--- config.mk ---
export PLATFORM = sky130hd
export DESIGN_NAME = gbf_refill_ctrl
export DESIGN_NICKNAME = d
export VERILOG_FILES = /design/src/rtl/gbf_pkg.sv /design/src/rtl/rr_arb4.sv /design/src/rtl/gbf_refill_ctrl.sv
export SDC_FILE = /design/constraint.sdc
export NUM_CORES = 1
export LEC_CHECK = 0
export ABC_AREA = 1
export CAP_MARGIN = 20
export CORE_AREA = 2 2 213 215
export DETAILED_ROUTE_END_ITERATION = 8
export DIE_AREA = 0 0 215 217
export PLACE_DENSITY_LB_ADDON = 0.3
export SLEW_MARGIN = 20
export SYNTH_ARGS = -nofsm -noshare
export SYNTH_HDL_FRONTEND = slang
export SYNTH_SLANG_ARGS = --single-unit
export TNS_END_PERCENT = 100
--- constraint.sdc ---
create_clock -name clk -period 2.46 [get_ports clk]
set_clock_uncertainty 0.2 [all_clocks]
set_input_delay 0.492 -clock clk [delete_from_list [all_inputs] [get_ports clk]]
set_output_delay 0.492 -clock clk [all_outputs]
set_load 0.1 [all_outputs]
--- src/rtl/gbf_pkg.sv ---
// Shared constants for the global-buffer refill sequencer: buffer indices and
// the controller state encoding.
package gbf_pkg;
  localparam int NUM_BUF = 4;

  localparam logic [1:0] ACTV1 = 2'd0;
  localparam logic [1:0] ACTV2 = 2'd1;
  localparam logic [1:0] WGT1  = 2'd2;
  localparam logic [1:0] WGT2  = 2'd3;

  typedef enum logic [2:0] {IDLE, REQ, FILL, DONE, FIN} state_e;
endpackage

--- src/rtl/rr_arb4.sv ---
// 4-way round-robin arbiter: grants the first set request at or above ptr,
// wrapping past bit 3 back to bit 0. Purely combinational.
module rr_arb4 import gbf_pkg::*; (
  input  logic [NUM_BUF-1:0] req,
  input  logic [1:0]         ptr,
  output logic [NUM_BUF-1:0] grant,
  output logic [1:0]         grant_idx,
  output logic               any
);
  always_comb begin
    grant     = '0;
    grant_idx = '0;
    any       = 1'b0;
    for (int k = 0; k < NUM_BUF; k++) begin
      if (!any && req[ptr + 2'(k)]) begin
        any                    = 1'b1;
        grant_idx              = ptr + 2'(k);
        grant[ptr + 2'(k)]     = 1'b1;
      end
    end
  end
endmodule

--- src/rtl/gbf_refill_ctrl.sv ---
// Refill sequencer for the four global buffers: arbitrates need_data rises,
// requests a fill stream, writes FILL_LINES words through port a, flags ready.
module gbf_refill_ctrl import gbf_pkg::*; #(
  parameter int GBF_DATA_BITWIDTH = 256,
  parameter int GBF_ADDR_BITWIDTH = 5,
  parameter int FILL_LINES        = 32
) (
  input  logic                         clk,
  input  logic                         reset,
  input  logic [NUM_BUF-1:0]           need_data,
  input  logic                         finish_req,
  output logic                         req_valid,
  output logic [1:0]                   req_buf,
  input  logic                         req_ack,
  input  logic                         src_valid,
  input  logic [GBF_DATA_BITWIDTH-1:0] src_data,
  output logic                         src_ready,
  output logic [NUM_BUF-1:0]           gbf_en,
  output logic [NUM_BUF-1:0]           gbf_we,
  output logic [GBF_ADDR_BITWIDTH-1:0] gbf_addr,
  output logic [GBF_DATA_BITWIDTH-1:0] gbf_w_data,
  output logic [NUM_BUF-1:0]           buf_ready,
  output logic                         gbf_actv_data_avail,
  output logic                         gbf_wgt_data_avail,
  output logic                         finish
);
  // One extra count bit so FILL_LINES == 2^ADDR still has a distinct last value.
  localparam int              CW   = GBF_ADDR_BITWIDTH + 1;
  localparam logic [CW-1:0]   LAST = CW'(FILL_LINES - 1);

  state_e               r_state;
  logic [NUM_BUF-1:0]   r_pend;
  logic [NUM_BUF-1:0]   r_nd_q;
  logic [1:0]           r_ptr;
  logic [1:0]           r_g;
  logic [CW-1:0]        r_cnt;

  logic [NUM_BUF-1:0]   w_grant;
  logic [1:0]           w_gidx;
  logic                 w_any;
  logic                 w_take;
  logic [NUM_BUF-1:0]   w_clr;
  logic [NUM_BUF-1:0]   w_rise;

  rr_arb4 u_arb (
    .req       (r_pend),
    .ptr       (r_ptr),
    .grant     (w_grant),
    .grant_idx (w_gidx),
    .any       (w_any)
  );

  // A rise in the grant cycle survives the clear, so the buffer is refilled later.
  assign w_rise = need_data & ~r_nd_q;
  assign w_take = (r_state == IDLE) && !finish_req && w_any;
  assign w_clr  = w_take ? w_grant : '0;

  assign gbf_en              = gbf_we;
  assign gbf_actv_data_avail = buf_ready[ACTV1] | buf_ready[ACTV2];
  assign gbf_wgt_data_avail  = buf_ready[WGT1]  | buf_ready[WGT2];

  always_ff @(posedge clk or negedge reset) begin
    if (!reset) begin
      r_state    <= IDLE;
      r_pend     <= '0;
      r_nd_q     <= '0;
      r_ptr      <= '0;
      r_g        <= '0;
      r_cnt      <= '0;
      req_valid  <= 1'b0;
      req_buf    <= '0;
      src_ready  <= 1'b0;
      gbf_we     <= '0;
      gbf_addr   <= '0;
      gbf_w_data <= '0;
      buf_ready  <= '0;
      finish     <= 1'b0;
    end else begin
      r_nd_q <= need_data;
      r_pend <= (r_pend & ~w_clr) | w_rise;
      gbf_we <= '0;
      case (r_state)
        IDLE: begin
          if (finish_req) begin
            finish  <= 1'b1;
            r_state <= FIN;
          end else if (w_any) begin
            r_g       <= w_gidx;
            r_ptr     <= w_gidx + 2'd1;
            buf_ready <= buf_ready & ~w_grant;
            req_valid <= 1'b1;
            req_buf   <= w_gidx;
            r_state   <= REQ;
          end
        end
        REQ: begin
          if (req_ack) begin
            req_valid <= 1'b0;
            src_ready <= 1'b1;
            r_cnt     <= '0;
            r_state   <= FILL;
          end
        end
        FILL: begin
          if (src_valid) begin
            gbf_we     <= NUM_BUF'(1) << r_g;
            gbf_addr   <= r_cnt[GBF_ADDR_BITWIDTH-1:0];
            gbf_w_data <= src_data;
            r_cnt      <= r_cnt + 1'b1;
            if (r_cnt == LAST) begin
              src_ready <= 1'b0;
              r_state   <= DONE;
            end
          end
        end
        DONE: begin
          // Last write is on the port this cycle; ready follows one cycle later.
          buf_ready <= buf_ready | (NUM_BUF'(1) << r_g);
          r_state   <= IDLE;
        end
        FIN:     ;
        default: r_state <= IDLE;
      endcase
    end
  end
endmodule

# --- Word-level counts from Yosys, hierarchy flattened ---
# Index checks and enable logic that the tools add are counted.
# Widths: inputs -> output; s select.
op_classes:
  add_sub_neg: 5
  magnitude_cmp: 8
  n_eq_ne: 11
  n_shift: 1
  muxes: 51
  bitwise_logic: 15
  n_reduce_logical: 25
ops:
  columns: ["op", "count"]
  rows:
  - ["$mux 4", 9]
  - ["$or 4x4->4", 5]
  - ["$mux 1", 18]
  - ["$mux 3", 5]
  - ["$and 4x4->4", 3]
  - ["$lt 2x3->1 const B", 4]
  - ["$mux 6", 2]
  - ["$not 4->4", 3]
  - ["$pmux 3 s4", 1]
  - ["$pmux 6 s2", 1]
  - ["$ne 2x2->1 const B", 5]
  - ["$logic_and 1x1->1", 9]
  - ["$reduce_and 3->1", 3]
  - ["$bmux 1 s2", 4]
  - ["$demux 1 s2", 4]
  - ["$ge 2x1->1 const B", 4]
  - ["$mux 2", 4]
  - ["$pmux 4 s2", 1]
  - ["$reduce_and 4->1", 2]
  - ["$add 6x1->6 const B", 1]
  - ["$eq 3x2->1 const B", 2]
  - ["$eq 6x5->1 const B", 1]
  - ["$reduce_bool 2->1", 3]
  - ["$reduce_and 5->1", 1]
  - ["other kinds (12)", 21]
totals:
  ff_bits: 293
  in_bits: 265
  output_inout_bits: 280
  word_cells: 129

# --- Depth between registers and ports, before layout ---
# Gate-level depths: netlist of run 1.
logic_depth:
  ltp_word: 17
  mapped_depth: 14
  mapped_depth_nobuf: 13

# --- Modules after synthesis ---
# From an unflattened synthesis of run 1, not the netlist that was laid out.
unflattened:
  hier_cells: 1356
  hier_area_um2: 11877.6
by_module_without_submodules:
  columns: ["mod", "n_inst", "cells_per_inst", "area_per_inst_um2", "seq_area_each_um2"]
  rows:
  - ["gbf_refill_ctrl", 1, 1282, 11437.2, 7332.0]
  - ["rr_arb4", 1, 74, 440.4, 0.0]

# --- Least setup slack after synthesis of run 1 ---
# Ideal clock, no wire load.
synth_path:
  kind: "flip-flop to output port"
  start: "register buf_ready[0]"
  end: "output gbf_actv_data_avail"
  arrival_ns: 1.488
  required_ns: 1.768
  slack_ns: 0.280
  stages_incl_launch_ff: 2
  path_buffers: 0
  cell_sequence: "dfrtp_1 or2_2"
synth_between:
  elab_chain_len: 1
synth_lines:
  columns: ["element", "line_no", "text"]
  rows:
  - ["start: declaration", "gbf_refill_ctrl.sv:22", "output logic [NUM_BUF-1:0] buf_ready,"]
  - ["start signal: assignment", "gbf_refill_ctrl.sv:90", "buf_ready <= buf_ready & ~w_grant;"]
  - ["start signal: assignment", "gbf_refill_ctrl.sv:118", "buf_ready <= buf_ready | (NUM_BUF'(1) << r_g);"]
  - ["$or 1x1->1", "gbf_refill_ctrl.sv:59", "assign gbf_actv_data_avail = buf_ready[ACTV1] | buf_ready[ACTV2];"]
  - ["end: declaration", "gbf_refill_ctrl.sv:23", "output logic gbf_actv_data_avail,"]
# No other way between the ends.

# --- Final worst setup path of run 1 ---
layout_path:
  start: "register r_ptr[1]"
  end: "register r_ptr[1]"
layout_between:
  elab_chain_len: 13
  word_cells_on_any_way: 27
  classes_between: "4 x add/sub; 16 x mux; 7 x reduce/logical"
layout_lines:
  columns: ["element", "line_no", "text"]
  rows:
  - ["start: declaration", "gbf_refill_ctrl.sv:34", "logic [1:0] r_ptr;"]
  - ["start signal: assignment", "gbf_refill_ctrl.sv:89", "r_ptr <= w_gidx + 2'd1;"]
  - ["branches (longest 13 deep; another with $add 2x1->2)", null, null]
# Parallel ways; which one is timed is not known. The select of a mux whose other input is x is not followed.
# A chain may end at the register's enable or synchronous reset.

==> impl_metrics.toml, run 1 <==
[outcome]
status = "finished, final reports clean"

[synth]
netlist_instances = 1341
netlist_top_cells_count = "nand2_1 (836), dfrtp_1 (293), buf_2 (45), inv_1 (34), nor2_1 (24)"
yosys.area.top_type = "dfrtp_1"
post-synth-top-count-cell = "nand2_1"
syn_area_sq_um = 11600
synth_top_flop_cell = "dfrtp_1"
synth_top_area_share_pct = 63.2
synthSimpleGateAreaFrac_pct = 30.2
synth_top_family_by_area = "simple AND/OR/NAND/NOR gates"
synth_nets = 1613
synth-compound-area-share_pct = 1.66
synthTopCellsByArea = "dfrtp_1 (63%), nand2_1 (27%), buf_2 (1.9%)"
synth-edff-count = 0
muxShareOfSynthArea_pct = 0
synth_fa_ha_area_share_pct = 0.755
synth-seq-cells = 293
synthArstFlopShare_pct = 100
synth_cell_type_count = 32
ys_warn_count = 0
synth.avg_cell_area_sq_um = 8.65
ys_seq_area_share_pct = 63.2
synth_xor_area_share_pct = 0

[grt]
grt_overflow = 0
antenna_found_initial = 3
grt_use_total_pct = 16.4
grt_pass1_vias = 11000
grt_first_pass_wirelength_um = 60900
grt_max_degree = 116

[setup_path]
crit_fanout = 12
worstReg2RegStart = "r_ptr[1]"
cp.required_ns = 2.68
cp_slowest_stage_delay_ns = 0.38
cp_common_cell = "nand2_1"
critical_path_class = "flop to flop"
end_kind = "flop"
reg2reg_to = "r_ptr[1]"
worstPathArrival_ns = 2.42
critPathTopFamily = "simple AND/OR/NAND/NOR gates"
startpoint_type = "flop"
reg2reg_setup_slack_ns = 0.26
crit_path_top_delay_cell = "dfrtp_1"
cp_num_buf_inv = 3
path_cells = "inv_1 > ha_1 > inv_2 > nand3_1 > nand2_1 > nand4_1 > nand2_2 > inv_2 > nand3_1 > nand2_1 > nand2_1 > nand2_1"
r2r_cells = 12

[die]
core_sq_um = 44700
io_pins = 545
dieArea_sq_um = 46700
start_util_pct = 25.9
die_w_um = 215
rows = 78
die_h_um = 217

[sta]
fin_tns_setup_ns = 0
clock.fmax_ghz = 0.455
slew_viol_final = 0
fin_crit_sh_pct = 89.4
slew_headroom_pct = 59.2
rsz0062_at_grt = "no"
setup_viol = 0
finalHoldViolCount = 0
tightest_slew_ns = 0.607
finalCriticalPeriod_ns = 2.20

[clock_tree]
clkTransAtPathRegs_ns = 0.06
cts_tree = "built"
cts.sinks = 293
cts_root_buf = "clkbuf_16"
post-cts-setup-buffers = 0
cts_buffer_depth = 3
cts_inserted_buffers = 36
insertion_delay_ns = 0.53
htreeDepth = 2

[drt]
via_per_inst = 4.21
wl_met3_um = 3320
via_count = 10600
top_layer = "met5"
met1_length_um = 15500
drt_wl_total_um = 38800
ant_nets = 0
wl_per_cell_um = 15.4
drtIter0Drc = 532
dr.pass1.iters = 5
met2_length_um = 18400
drc_errors = 0

[worst_hold_path]
hp-class = "input pin to flop"
min_from = "need_data[0]"
whs_endpoint = "r_nd_q[0]"
hold_depth = 1

[placement]
dpl.hpwl_um = 28700
gp_congestion = 0.868
io_buffers = 544

[layout]
fill_cells = 4488
area_growth_pct = 59.3
layout-drive-gt1-share_pct = 20.3
final_nets = 2168

[run]
maxCapViolCount = 0
[logic make-up after synthesis]
logic type,Yosys count
simple gates,906
flops,293
buf+inv,102
compound gates,33
fa+ha+maj,7
[per-layer routing]
metal | vias up | global-route usage [%]
met3 | 86 | 5.35
met2 | 411 | 26.8
li1 | 5182 | -
met5 | - | 0
met1 | 4946 | 19.7
met4 | 4 | 7.95
[state kept, by name, summed over array words and instances (netlist names)]
signal and flops:
gbf_w_data 256, r_cnt 6, gbf_addr 5, buf_ready 4, gbf_en 4, r_nd_q 4
r_pend 4, r_state 3, r_g 2, r_ptr 2, finish 1, req_valid 1
src_ready 1
[per-stage QoR]
stage                     setup WS [ns]  instances  utilization (%)  instance area [sq um]  hold slack [ns]
final                             0.261       2523             41.3                  18500            0.233
after global routing             0.0329       2523             41.3                  18500            0.208
after CTS                         0.226       2522             41.3                  18500            0.183
after detailed placement          0.182       2457             38.6                  17300            0.246
after global placement            0.211       2457             38.6                  17300            0.238
after floorplan                   0.280       1341                -                  11600         -0.00359
[cells in the final DEF (no fill, tap or decap), types with 5 or more instances in the layout]
| master | count |
|---|---|
| dfrtp_1 | 293 |
| a21oi_1 | 8 |
| nand3_1 | 22 |
| clkdlybuf4s50_1 | 263 |
| nor2_1 | 24 |
| buf_12 | 17 |
| buf_4 | 299 |
| o21ai_0 | 13 |
| nand2_1 | 836 |
| clkbuf_1 | 8 |
| clkbuf_8 | 8 |
| inv_1 | 33 |
| nor3_1 | 8 |
| ha_1 | 7 |
| a31oi_1 | 5 |
| clkbuf_16 | 37 |
[final cells by class]
type / count / area [sq um] / share of cell area, %
Clock inverter: 11 / 126 / 0.684
Inverter: 38 / 153 / 0.826
Multi-Input combinational cell: 946 / 3800 / 20.6
Sequential cell: 293 / 7330 / 39.7
Antenna cell: 1 / 2.50 / 0.0135
Timing Repair Buffer: 581 / 5240 / 28.4
Clock buffer: 53 / 1070 / 5.77
Tap cell: 600 / 751 / 4.06
[worst max-delay path by stage]
| stage | start | to | slack, ns | cells past startpoint |
|---|---|---|---|---|
| finish | r_ptr[1] | r_ptr[1] | 0.26 | 12 |
| global route | r_ptr[1] | r_ptr[0] | 0.03 | 10 |
| CTS | r_ptr[1] | r_ptr[1] | 0.23 | 12 |
| detailed placement | src_valid | gbf_w_data[159] | 0.18 | 6 |
| global placement | src_valid | gbf_w_data[136] | 0.21 | 6 |
| floorplan | buf_ready[0] | gbf_actv_data_avail | 0.28 | 1 |
[what timing repair did]
action                     in CTS  in global routing
hold buffers                    1                  0
resized for setup               0                  1
hold endpoints to repair       40                  0
setup endpoints to repair       0                  2
Power of run 1 is left out: the tool's default activity adds up to more than one toggle a clock period on the data nets, which glitch-free logic cannot reach.
==> run 2: changes to the inputs <==
ABC_AREA = unset   (was 1)
==> run 2 against run 1 <==
  * The run now ends with setup timing left
  * Via count shrank 1.3%
  * Sequential share of layout area is 0.31 points lower
  * Core utilization up 0.33 points
  * Flip-flop and latch count unchanged
  * Synthesized area is 0.22% higher
  * Die area unchanged
  * Critical path depth shrank 3
  * Routed wire length down 0.79%
  * Cell count decreased by 2.3%
  * Fmax is 12% lower
==> impl_metrics.toml, run 2 <==
[sta]
clock.fmax_ghz = 0.401
rsz0062_at_grt = "yes"
fin_crit_sh_pct = 101
setup_viol = 4
tightest_slew_ns = 0.600
finalHoldViolCount = 0
whs_ns = 0.243
layout_setup_ws_ns = -0.0356
slew_viol_final = 0
finalCriticalPeriod_ns = 2.50
slew_headroom_pct = 60.0

[grt]
use_met3_pct = 4.98
use_met1_pct = 19.8
grt_pass1_vias = 10300
antenna_found_initial = 0
grt_use_total_pct = 16.0
grt_overflow = 0
grt_first_pass_wirelength_um = 59000
grtUsageMet2_pct = 26.6
grt_max_degree = 86
grt.busiest_layer = "met2"

[setup_path]
end_kind = "flop"
cp.required_ns = 2.67
cp_slowest_stage_delay_ns = 0.45
worstPathArrival_ns = 2.71
crit_fanout = 5
worstReg2RegStart = "r_ptr[1]"
crit_path_top_delay_cell = "mux4_2"
path_cells = "inv_1 > ha_4 > mux4_2 > buf_6 > nor4_4 > or2b_4 > buf_12 > a311oi_2 > o22ai_1"
critical_path_class = "flop to flop"
cp-startpoint = "r_ptr[1]"
startpoint_type = "flop"

[worst_hold_path]
hp-class = "flop to flop"
min_from = "r_nd_q[1]"

[synth]
synthArstFlopShare_pct = 100
netlist_instances = 1281
synth-seq-cells = 293
syn_area_sq_um = 11600
netlist_top_cells_count = "nand2_1 (795), dfrtp_1 (293), clkbuf_1 (50), nor2_1 (17), inv_1 (13)"
synth_cell_type_count = 48
post-synth-top-count-cell = "nand2_1"
synth_nets = 1553
synthTopCellsByArea = "dfrtp_1 (63%), nand2_1 (26%), clkbuf_1 (1.6%)"
yosys.area.top_type = "dfrtp_1"
ys_warn_count = 0
synth_top_area_share_pct = 63.1
synth_top_flop_cell = "dfrtp_1"
synth.avg_cell_area_sq_um = 9.07
synth-edff-count = 0
ys_seq_area_share_pct = 63.1

[run]
maxCapViolCount = 0

[placement]
gp_congestion = 0.882
post_dp_cell_area_sq_um = 17300
dpl.hpwl_um = 28400
io_buffers = 544
placedCellCount = 2397

[clock_tree]
cts_root_buf = "clkbuf_16"
cts_inserted_buffers = 35
htreeDepth = 2
insertion_delay_ns = 0.53
cts_buffer_depth = 3
clkTransAtPathRegs_ns = 0.06
cts_tree = "built"
cts.sinks = 293

[drt]
drtIter0Drc = 608
drt_wl_total_um = 38500
via_count = 10500
wl_per_cell_um = 15.6
via_per_inst = 4.26
drc_errors = 0
dr.pass1.iters = 5
ant_nets = 0

[die]
core_sq_um = 44700
start_util_pct = 26.0
dieArea_sq_um = 46700
io_pins = 545
die_w_um = 215
rows = 78
die_h_um = 217

[layout]
fill_cells = 4482
final_cell_mix = "nand2_1 (793), buf_4 (305), dfrtp_1 (293)"
post-route-util_pct = 41.7
stdcell_area_sq_um = 18600
largest_register_ffs = 256
stdcell_count = 2464
top_regs = "gbf_w_data: 256 flops, r_cnt: 6 flops, gbf_addr: 5 flops"
layout-drive-gt1-share_pct = 22.2
final_nets = 2111
antenna_cells = 0
area_growth_pct = 60.2
mostFrequentLayoutCell = "nand2_1"
top_register = "gbf_w_data"

[outcome]
failed_checks = "setup timing"
status = "finished, violations left"
-- run 2: logic make-up after synthesis --
group,Yosys count,synth area share [%]
buffers and inverters,83,3.53
AOI/OAI and AO/OA,48,3.24
and+or+nand+nor,841,28.0
adders and majority gates,7,0.754
DFF,293,63.1
muxes,9,1.38
-- run 2: per-stage QoR --
| stage | TNS [ns] | setup slack (ns) |
|---|---|---|
| floorplan | -2.14 | -0.205 |
| global placement | 0 | 0.0275 |
| detailed placement | -0.0434 | -0.0124 |
| CTS | 0 | 0.000355 |
| global route | -1.29 | -0.130 |
| finish | -0.106 | -0.0356 |
-- run 2: path summary, 6_finish.rpt --
| kind | slack, ns | endpoint | cells past startpoint |
|---|---|---|---|
| max | -0.04 | r_pend[2] | 9 |
| min | 0.24 | r_pend[1] | 1 |
| max reg2reg | -0.04 | r_pend[2] | 9 |
| min reg2reg | 0.24 | r_pend[1] | 1 |
| max in group asynchronous | 1.04 | gbf_w_data[110] | 3 |
| min in group asynchronous | 0.35 | gbf_w_data[104] | 2 |
-- run 2: cell type report --
type | instances | area (sq um) | share of cell area (%)
Clock inverter | 8 | 114 | 0.612
Timing Repair Buffer | 591 | 5360 | 28.8
Sequential cell | 293 | 7330 | 39.4
Multi-Input combinational cell | 905 | 3920 | 21.1
Clock buffer | 54 | 1090 | 5.85
Inverter | 13 | 53.8 | 0.289
Tap cell | 600 | 751 | 4.03
-- run 2: worst max-delay path, delay by kind of cell, from the launching register on --
family / cells / cell delay (ns)
adders and majority gates: 1 / 0.22
buffers and inverters: 3 / 0.38
AOI/OAI and AO/OA: 2 / 0.41
muxes: 1 / 0.45
and+or+nand+nor: 2 / 0.31
DFF: 1 / 0.39
-- run 2: metal layers --
metal,up-vias,share of wire (%)
li1,5063,-
met5,-,0
met4,0,2.8
met2,412,48
met3,63,8.1
met1,4951,41
-- run 2: timing repair --
item | 4_1_cts | 5_1_grt
pin swaps | 2 | 6
endpoints found under the setup margin | 5 | 10
hold buffers | 1 | 0
gates resized for setup | 1 | 2
buffers inserted | 3 | 1
hold endpoints to repair | 52 | 0
Power of run 2 is left out for the same reason.
